[config.mk]
export PLATFORM = sky130hd
export DESIGN_NAME = sram_burst_ctrl
export DESIGN_NICKNAME = d
export VERILOG_FILES = /design/src/rtl/sram_burst_ctrl.sv
export SDC_FILE = /design/constraint.sdc
export NUM_CORES = 1
export LEC_CHECK = 0
export ABC_CLOCK_PERIOD_IN_PS = 2710
export BUFFER_PORTS_ARGS = -buffer_cell sky130_fd_sc_hd__buf_2
export CAP_MARGIN = 20
export CORE_MARGIN = 2
export CORE_UTILIZATION = 45
export CTS_CLUSTER_DIAMETER = 30
export DETAILED_ROUTE_END_ITERATION = 10
export GPL_ROUTABILITY_DRIVEN = 0
export PLACE_DENSITY = 0.72
export SYNTH_ARGS = -nofsm -noshare
export SYNTH_HDL_FRONTEND = slang
export SYNTH_SLANG_ARGS = --single-unit
[constraint.sdc]
create_clock -name clk -period 2.71 [get_ports clk]
set_input_delay 0.4065 -clock clk [delete_from_list [all_inputs] [get_ports clk]]
set_output_delay 0.4065 -clock clk [all_outputs]
set_load 0.01 [all_outputs]
[src/rtl/sram_burst_ctrl.sv]
// sram_burst_ctrl: burst read/write sequencer for a single-port SRAM with one-cycle read latency
module sram_burst_ctrl #(
    parameter int DW = 8,
    parameter int AW = 3
) (
    input  logic          clk,
    input  logic          rst,
    input  logic          req_valid,
    output logic          req_ready,
    input  logic          req_write,
    input  logic [AW-1:0] req_addr,
    input  logic [AW-1:0] req_len,
    input  logic          wdata_valid,
    output logic          wdata_ready,
    input  logic [DW-1:0] wdata,
    output logic          rdata_valid,
    output logic [DW-1:0] rdata,
    output logic          busy,
    output logic          mem_wr_en,
    output logic [AW-1:0] mem_addr,
    output logic [DW-1:0] mem_data,
    input  logic [DW-1:0] mem_rdata
);
    typedef enum logic [1:0] {IDLE, WRITE, READ, RDRAIN} state_t;
    state_t        state, state_n;
    logic [AW-1:0] cur_addr, cur_addr_n, cnt, cnt_n, mem_addr_n;
    logic [DW-1:0] mem_data_n;
    logic          mem_wr_en_n, rdata_valid_n, wdata_ready_n;
    assign req_ready = state == IDLE;
    assign busy      = state != IDLE;
    assign rdata     = mem_rdata;
    // next-state and registered-output values; cnt holds beats remaining minus one
    always_comb begin
        state_n       = state;
        cur_addr_n    = cur_addr;
        cnt_n         = cnt;
        mem_addr_n    = mem_addr;
        mem_data_n    = mem_data;
        mem_wr_en_n   = 1'b0;
        rdata_valid_n = state == READ;
        wdata_ready_n = wdata_ready;
        case (state)
            IDLE: if (req_valid) begin
                cnt_n         = req_len;
                wdata_ready_n = req_write;
                state_n       = req_write ? WRITE : READ;
                cur_addr_n    = req_write ? req_addr : req_addr + 1'b1;
                mem_addr_n    = req_write ? mem_addr : req_addr;
            end
            WRITE: if (wdata_valid) begin
                mem_wr_en_n = 1'b1;
                mem_addr_n  = cur_addr;
                mem_data_n  = wdata;
                cur_addr_n  = cur_addr + 1'b1;
                cnt_n       = cnt - 1'b1;
                if (cnt == '0) begin
                    state_n       = IDLE;
                    wdata_ready_n = 1'b0;
                end
            end
            READ: if (cnt == '0) begin
                state_n = RDRAIN;
            end else begin
                mem_addr_n = cur_addr;
                cur_addr_n = cur_addr + 1'b1;
                cnt_n      = cnt - 1'b1;
            end
            default: state_n = IDLE;
        endcase
    end
    // state and output registers, cleared asynchronously so a burst in flight is dropped
    always_ff @(posedge clk or negedge rst) begin
        if (!rst) begin
            state       <= IDLE;
            cur_addr    <= '0;
            cnt         <= '0;
            mem_addr    <= '0;
            mem_data    <= '0;
            mem_wr_en   <= 1'b0;
            rdata_valid <= 1'b0;
            wdata_ready <= 1'b0;
        end else begin
            state       <= state_n;
            cur_addr    <= cur_addr_n;
            cnt         <= cnt_n;
            mem_addr    <= mem_addr_n;
            mem_data    <= mem_data_n;
            mem_wr_en   <= mem_wr_en_n;
            rdata_valid <= rdata_valid_n;
            wdata_ready <= wdata_ready_n;
        end
    end
endmodule
==> results of run 1 <==
[logic make-up (layout without fill, tap and decap cells)]
kind of cell             Yosys count  count (layout)  synth area share
AND/OR/NAND/NOR                   27              27             0.134
flip-flops                        22              22             0.445
AO/OA/AOI/OAI                     18              18            0.0971
buffers and inverters             18              47            0.0849
multiplexers                      16              16             0.144
adder cells (fa/ha/maj)            8               8            0.0809
XOR/XNOR                           2               2            0.0142
[report_power, final]
part	switching, mW	internal, mW	total [mW]
Sequential	0.0905	0.499	0.590
Combinational	0.528	0.507	1.04
Clock	0.101	0.149	0.250
[synth_stat cells (3+ instances only)]
master,n
a21oi_1,5
buf_4,8
dfrtp_1,22
ha_1,8
inv_1,8
mux2_2,10
mux2i_1,5
nand2_1,7
nand3_1,3
nor2_1,5
o21ai_0,5
[placed cells by master, fill, tap and decap left out, drive strengths merged, types with 3 or more instances in the layout]
cell type	count
inv	8
nand2	8
nor2	5
nand3	3
a21oi	6
mux2	11
mux2i	5
ha	8
buf	35
nor2b	3
clkbuf	3
dfrtp	22
o21ai	5
[per-layer routing]
| metal | global-route usage | part of all wire |
|---|---|---|
| met2 | 0.261 | 0.53 |
| met3 | 0.0369 | 0.055 |
| met4 | 0.0408 | 0.0087 |
| met5 | 0 | 0 |
| met1 | 0.181 | 0.41 |
[state kept, by name (all words and copies together) (netlist names)]
register and cells:
mem_data 8, cnt 3, cur_addr 3, mem_addr 3, state 2, mem_wr_en 1
rdata_valid 1, wdata_ready 1
[through the flow]
stage	cell area, sq um	utilization	setup slack (ns)	std cells	total power [mW]
after floorplan	1240	-	0.927	111	1.39
after global placement	1380	0.513	0.907	167	1.61
after detailed placement	1380	0.513	0.833	167	1.65
after CTS	1430	0.533	0.809	171	1.90
after global routing	1430	0.533	0.710	171	2.05
final	1430	0.533	0.827	171	1.88
[worst max-delay path by stage]
stage,startpoint,to
global route,state[0],cur_addr[2]
CTS,state[0],mem_addr[2]
global placement,state[0],mem_addr[2]
finish,state[0],mem_addr[2]
floorplan,state[0],mem_addr[2]
detailed placement,state[0],mem_addr[2]
[critical path, stage by stage (launching register included)]
cell and delay, ns:
dfrtp_1 0.41, inv_1 0.08, ha_1 0.26, nor2b_4 0.16
nor4_4 0.24, buf_4 0.26, nand2_2 0.08, mux2_4 0.30
[final cells by class]
cell class,instances,area (sq um),area share
multi-input cells,71,582,0.406
flip-flops and latches,22,551,0.385
repair buffers,35,178,0.124
well taps,31,38.8,0.0271
clock inverters,1,30.0,0.0210
inverters,8,30.0,0.0210
clock buffers,3,22.5,0.0157
==> out/qor.txt, run 1 <==
Crit path max fanout -> 15
Initial drt markers -> 13
Max-slew headroom -> 0.676
Reg2Reg Depth -> 7
Asr flop ratio synth -> 1.00
PD cells -> 1310 nW/um^2
Post-Syn Nets -> 146
Fin crit share -> 0.695
Total track usage -> 0.149
Max-slew violation count -> 0
Post-route ant nets -> 0
Slew @ Worst Pin -> 0.486 ns
Top_reg_cell synth -> dfrtp_1
Sequential element share of the synthesized area -> 0.445
Synth Warn # -> 0
Post-synth EDFFs -> 0
Final nets -> 176
Required time of the critical path -> 2.92 ns
# H-tree levels -> 1
Final Skew -> 0.00367 ns
Run status -> finished, final reports clean
Maximum Capacitance Violations -> 0
First-pass GRT wire length -> 3.75 mm
Starting density of the core -> 0.461
CTS Sinks -> 22
Clock latency on the worst-skew pair -> 0.30 ns
Fill cell count -> 243
Yosys top cell area share -> 0.445
Core area -> 2690 sq um
Total number of vias -> 867
Vias in the first global route -> 870
CP arrival -> 2.09 ns
Setup crit end kind -> register
Row count -> 19
Postcts setup bufs -> 0
Synth-to-layout area growth -> 15.7%
Boundary Pins -> 51
Startpoint class of the critical path -> register
Tmin final -> 1.88 ns
DRT Pass-1 Iters -> 4
Die Y -> 56.4 microns
Routed WL -> 2.18 mm
Synth cell types -> 32
Die X -> 56.4 microns
Via/cell ratio -> 5.07
Detailed-route DRC error count -> 0
Syn_area_per_cell -> 11.1 sq um
Share of cells above drive strength 1 -> 0.407
Pleak -> 0.726 nW
Buffers on Ports -> 34
Worst IR drop on VDD -> 735 uV
Unrepaired setup endpoints after global routing -> no
R2R Setup Slk -> 0.83 ns
Clock tree buffer depth -> 2
CTS resizes -> 0
Worst Hold Class -> input pin to asynchronous set/reset pin
Clk slew on worst S/H paths -> 0.13 ns
Post-synthesis instance area -> 1240 sq um
WL per Instance -> 12.7 microns
Mapped Cells -> 111
Largest net degree at the start of global routing -> 23
Cell taking the most area after synthesis -> dfrtp_1
Hold slack -> 0.0419 ns
Post-synthesis register bit count -> 22
CTS tree -> done
R2R Path Start -> state[0]
Number of buffers created by CTS -> 3
Setup TNS -> 0 ns
CTS Hold Buffers Added -> 0
Final Hold Viols -> 0
Dpl hpwl -> 1.75 mm
Initial antenna violation count -> 0
Crit Path Category -> register to register
Final setup viols -> 0
Total gr overflow -> 0
Die area -> 3190 sq um
Synth area leaders -> dfrtp_1 44%, mux2_2 9.1%, ha_1 8.1%
R2R Path End -> mem_addr[2]
Fmax -> 531 MHz
Clock root cell -> clkbuf_4
Ant diodes -> 0
No activity file was read; power rests on OpenSTA's default activity.
==> run 2, diff against run 1 <==
--- a/config.mk
+++ b/config.mk
@@ -5,7 +5,7 @@
 export SDC_FILE = /design/constraint.sdc
 export NUM_CORES = 1
 export LEC_CHECK = 0
-export ABC_CLOCK_PERIOD_IN_PS = 2710
+export ABC_CLOCK_PERIOD_IN_PS = 1920
 export BUFFER_PORTS_ARGS = -buffer_cell sky130_fd_sc_hd__buf_2
 export CAP_MARGIN = 20
 export CORE_MARGIN = 2
==> constraint.sdc (replaced) <==
create_clock -name clk -period 1.92 [get_ports clk]
set_input_delay 0.288 -clock clk [delete_from_list [all_inputs] [get_ports clk]]
set_output_delay 0.288 -clock clk [all_outputs]
set_load 0.01 [all_outputs]
==> run 2 against run 1 <==
Net effect: power rose by 48%; first-iteration DRC count rose by 62%; critical path depth did not move; non-clock buffer count rose by 4; maximum frequency rose by 2.7%; via count rose by 0.12%; clock skew barely moved; worst hold slack improved by 0.16 ns; clock power rose by 41%; largest cell class unchanged; largest power group unchanged; highest routed layer unchanged.
==> out/qor.txt, run 2 (synthesis results as in run 1) <==
Worst Hold Class -> input pin to register
Final Skew -> 0.00411 ns
Layout Cells excl Fill -> 175
DRT Pass-1 Iters -> 4
Max-slew violation count -> 0
Fmax -> 545 MHz
Reg with most FFs -> mem_data
Boundary Pins -> 51
Clock latency on the worst-skew pair -> 0.30 ns
Required time of the critical path -> 2.12 ns
Ant diodes -> 0
Clk slew on worst S/H paths -> 0.13 ns
Largest net degree at the start of global routing -> 23
Tmin final -> 1.83 ns
Fin crit share -> 0.955
Final Hold Viols -> 0
Most frequent cells in the layout -> 34 x buf_2, 22 x dfrtp_1, 10 x mux2_2
Total number of vias -> 868
Total track usage -> 0.150
CP arrival -> 2.04 ns
Worst IR drop on VDD -> 927 uV
Clock root cell -> clkbuf_4
# H-tree levels -> 1
Post-route ant nets -> 0
CTS resizes -> 0
Routed WL -> 2.28 mm
Die X -> 56.4 microns
Buffers on Ports -> 34
WL per Instance -> 13.0 microns
Die area -> 3190 sq um
Die Y -> 56.4 microns
Power Total -> 2.78 mW
Final setup viols -> 0
CTS Sinks -> 22
Total gr overflow -> 0
Setup crit end kind -> register
Fill cell count -> 257
Max-slew headroom -> 0.673
Unrepaired setup endpoints after global routing -> no
Synth-to-layout area growth -> 19.3%
PD cells -> 1880 nW/um^2
Vias in the first global route -> 846
Starting density of the core -> 0.461
Maximum Capacitance Violations -> 0
Crit Path Category -> register to register
Row count -> 19
Pleak -> 0.750 nW
Initial antenna violation count -> 0
FF/Latch Area -> 551 sq um
Slew @ Worst Pin -> 0.490 ns
Setup TNS -> 0 ns
CTS tree -> done
Area taken by multi-input logic gates -> 582 sq um
Detailed-route DRC error count -> 0
Share of cells above drive strength 1 -> 0.417
Clock tree buffer depth -> 2
Max reg flops -> 8
Cell count after placement -> 169
Initial drt markers -> 21
Run status -> finished, final reports clean
Dpl hpwl -> 1.77 mm
Core area -> 2690 sq um
Crit path max fanout -> 15
Number of buffers created by CTS -> 3
Leading cell type in the layout, fill and taps excluded -> buf_2
First-pass GRT wire length -> 3.80 mm
Final nets -> 180
Via/cell ratio -> 4.96
Startpoint class of the critical path -> register
-- run 2: layout make-up --
cell class	instances	area share
Clock buffer	3	0.0153
Clock inverter	1	0.0203
Inverter	8	0.0203
Multi-Input combinational cell	71	0.394
Sequential cell	22	0.373
Tap cell	31	0.0263
Timing Repair Buffer	39	0.151
-- run 2: worst paths after layout --
path,start,to,slack (ns),cells past startpoint
min,wdata[4],mem_data[4],0.20,2
min in group asynchronous,rst,cur_addr[1],0.47,2
max reg2reg,state[1],mem_addr[2],0.09,7
min reg2reg,mem_data[3],mem_data[3],0.52,1
max,state[1],mem_addr[2],0.09,7
max in group asynchronous,rst,mem_data[1],1.12,2
-- run 2: routing by layer --
| metal | vias up | GRT usage | part of all wire |
|---|---|---|---|
| li1 | 439 | - | - |
| met4 | 0 | 0.0408 | 0.0084 |
| met2 | 21 | 0.259 | 0.49 |
| met5 | - | 0 | 0 |
| met3 | 2 | 0.0300 | 0.051 |
| met1 | 406 | 0.189 | 0.45 |
-- run 2: critical path: stages, from the launching register on --
cell and delay (ns):
dfrtp_1 0.43, inv_1 0.08, ha_1 0.23, nor2b_1 0.19
nor4_4 0.26, buf_12 0.18, nand2_2 0.06, mux2_4 0.30
-- run 2: repair_timing --
| item | 4_1_cts | 5_1_grt |
|---|---|---|
| endpoints found under the hold margin | 22 | 0 |
| hold buffers | 1 | 0 |
| setup buffers | 0 | 1 |
| setup endpoints to repair | 0 | 1 |
-- run 2: where the power goes --
group	leakage [nW]	total, mW	internal [mW]	switching, mW
Combinational	0.459	1.59	0.812	0.777
Sequential	0.263	0.838	0.705	0.133
Clock	0.0279	0.353	0.211	0.143
Total	0.750	2.78	1.73	1.05
-- run 2: through the flow --
step / setup WS [ns] / area, sq um / hold WS [ns] / utilization
global route: 0.0199 / 1480 / 0.190 / 0.550
detailed placement: 0.107 / 1410 / 0.280 / 0.524
floorplan: 0.137 / 1240 / -0.00759 / -
finish: 0.0864 / 1480 / 0.205 / 0.550
CTS: 0.0687 / 1470 / 0.196 / 0.547
global placement: 0.178 / 1410 / 0.276 / 0.524
==> run 3, diff against run 2 <==
==> constraint.sdc (replaced) <==
create_clock -name clk -period 1.92 [get_ports clk]
set_input_delay 0.096 -clock clk [delete_from_list [all_inputs] [get_ports clk]]
set_output_delay 0.096 -clock clk [all_outputs]
set_load 0.01 [all_outputs]
==> run 3 against run 2 <==
Net effect: power is 0.15% higher; worst hold slack worse by 0.19 ns; sequential cell count stayed put; routed wire length is 1.9% higher; clock power hardly changed; sequential share of layout area is 0.74 points lower; cell count is 1.7% higher; die area stayed put; largest cell class unchanged.
==> out/qor.txt, run 3 (synthesis results as in run 1) <==
# H-tree levels -> 1
CTS tree -> done
Post-route ant nets -> 0
DRT Pass-1 Iters -> 4
WL per Instance -> 13.0 microns
Dpl hpwl -> 1.77 mm
Total gr overflow -> 0
First-pass GRT wire length -> 3.80 mm
Slew @ Worst Pin -> 0.490 ns
Leading cell type in the layout, fill and taps excluded -> buf_2
Final setup viols -> 0
Crit path max-delay cell type -> dfrtp_1
Area taken by multi-input logic gates -> 582 sq um
Number of buffers created by CTS -> 3
Max-slew headroom -> 0.673
Slowest stage delay, CP -> 0.42 ns
Final Hold Viols -> 0
Hold depth -> 2
Buffers on Ports -> 34
Most frequent cells in the layout -> 34 x buf_2, 22 x dfrtp_1, 10 x mux2_2
Largest delay contributor family on the critical path -> simple AND/OR/NAND/NOR gates
Total number of vias -> 878
Worst Path Buf+Inv -> 2
Clock root cell -> clkbuf_4
Startpoint class of the critical path -> register
PD cells -> 1850 nW/um^2
Fill cell count -> 252
Setup TNS -> 0 ns
FF/Latch Area -> 551 sq um
Stages on worst setup path -> 7
Final nets -> 183
Unrepaired setup endpoints after global routing -> no
Ant diodes -> 0
Core area -> 2690 sq um
R2R Setup Slk -> 0.09 ns
Via/cell ratio -> 4.93
Largest net degree at the start of global routing -> 23
R2R Path End -> mem_addr[2]
Max reg flops -> 8
CP arrival -> 2.03 ns
Die Y -> 56.4 microns
Worst IR drop on VDD -> 931 uV
Clock latency on the worst-skew pair -> 0.30 ns
Crit Path Category -> register to register
Cell Chain, Critical Path -> inv_1 > ha_1 > nor2b_1 > nor4_4 > buf_12 > nand2_2 > mux2_4
Initial antenna violation count -> 0
Clock tree buffer depth -> 2
Reg with most FFs -> mem_data
R2R Path Start -> state[1]
Maximum Capacitance Violations -> 0
Run status -> finished, final reports clean
Final Skew -> 0.00399 ns
Worst hold start -> wdata[6]
Required time of the critical path -> 2.12 ns
Die area -> 3190 sq um
Starting density of the core -> 0.461
Hold slack -> 0.0148 ns
Detailed-route DRC error count -> 0
Routed WL -> 2.32 mm
Pleak -> 0.763 nW
Clk slew on worst S/H paths -> 0.13 ns
Layout Utilization -> 0.561
Worst Hold Class -> input pin to register
Total track usage -> 0.150
Vias in the first global route -> 846
Tmin final -> 1.83 ns
Synth-to-layout area growth -> 21.7%
Row count -> 19
CTS Sinks -> 22
Crit path max fanout -> 15
Boundary Pins -> 51
Hold Path End -> mem_data[6]
Fmax -> 547 MHz
Reg2Reg Depth -> 7
Share of cells above drive strength 1 -> 0.408
Setup crit end kind -> register
Initial drt markers -> 23
Fin crit share -> 0.953
Die X -> 56.4 microns
Max-slew violation count -> 0
CTS resizes -> 0
==> run 3: cell count changes in the layout (fill, tap and decap cells not counted), sizes merged <==
cell         before  now
dlygate4sd3       1    4
==> run 3: cell type report <==
type                       instances  area share
tap                               31      0.0257
clock buffer                       3      0.0150
multi-input combinational         71       0.386
timing repair buffer              42       0.168
clock inverter                     1      0.0199
sequential                        22       0.365
inverter                           8      0.0199
==> run 3: how the worst max path moves through the flow <==
stage / from / end / slack [ns]
final: state[1] / mem_addr[2] / 0.09
after global routing: state[1] / mem_addr[2] / 0.02
after CTS: state[1] / mem_addr[2] / 0.07
after detailed placement: state[1] / mem_addr[2] / 0.11
after global placement: state[0] / mem_addr[2] / 0.18
after floorplan: state[0] / mem_addr[2] / 0.14
==> run 3: where the power goes <==
| part | internal (mW) | switching (mW) | leakage, nW |
|---|---|---|---|
| combinational | 0.816 | 0.778 | 0.471 |
| sequential | 0.705 | 0.132 | 0.263 |
| clock | 0.211 | 0.143 | 0.0279 |
| total | 1.73 | 1.05 | 0.763 |
==> run 3: through the flow <==
step	total power, mW	worst slack (ns)	instance area [sq um]	std cells
final	2.79	0.0909	1510	178
after detailed placement	2.44	0.107	1410	169
after global placement	2.38	0.178	1410	169
after floorplan	1.97	0.137	1240	111
after CTS	2.80	0.0687	1470	174
after global routing	3.02	0.0199	1510	178
==> run 3: metal layers <==
layer | wire length, microns | vias up | GRT usage
li1 | - | 445 | -
met1 | 1030 | 410 | 0.189
met2 | 1160 | 21 | 0.259
met3 | 116 | 2 | 0.0300
met4 | 19 | 0 | 0.0408
met5 | 0 | - | 0
==> run 3: repair_timing <==
item | 4_1_cts | 5_1_grt
hold buffers | 1 | 3
endpoints found under the hold margin | 22 | 3
buffers inserted | 0 | 1
endpoints found under the setup margin | 0 | 1
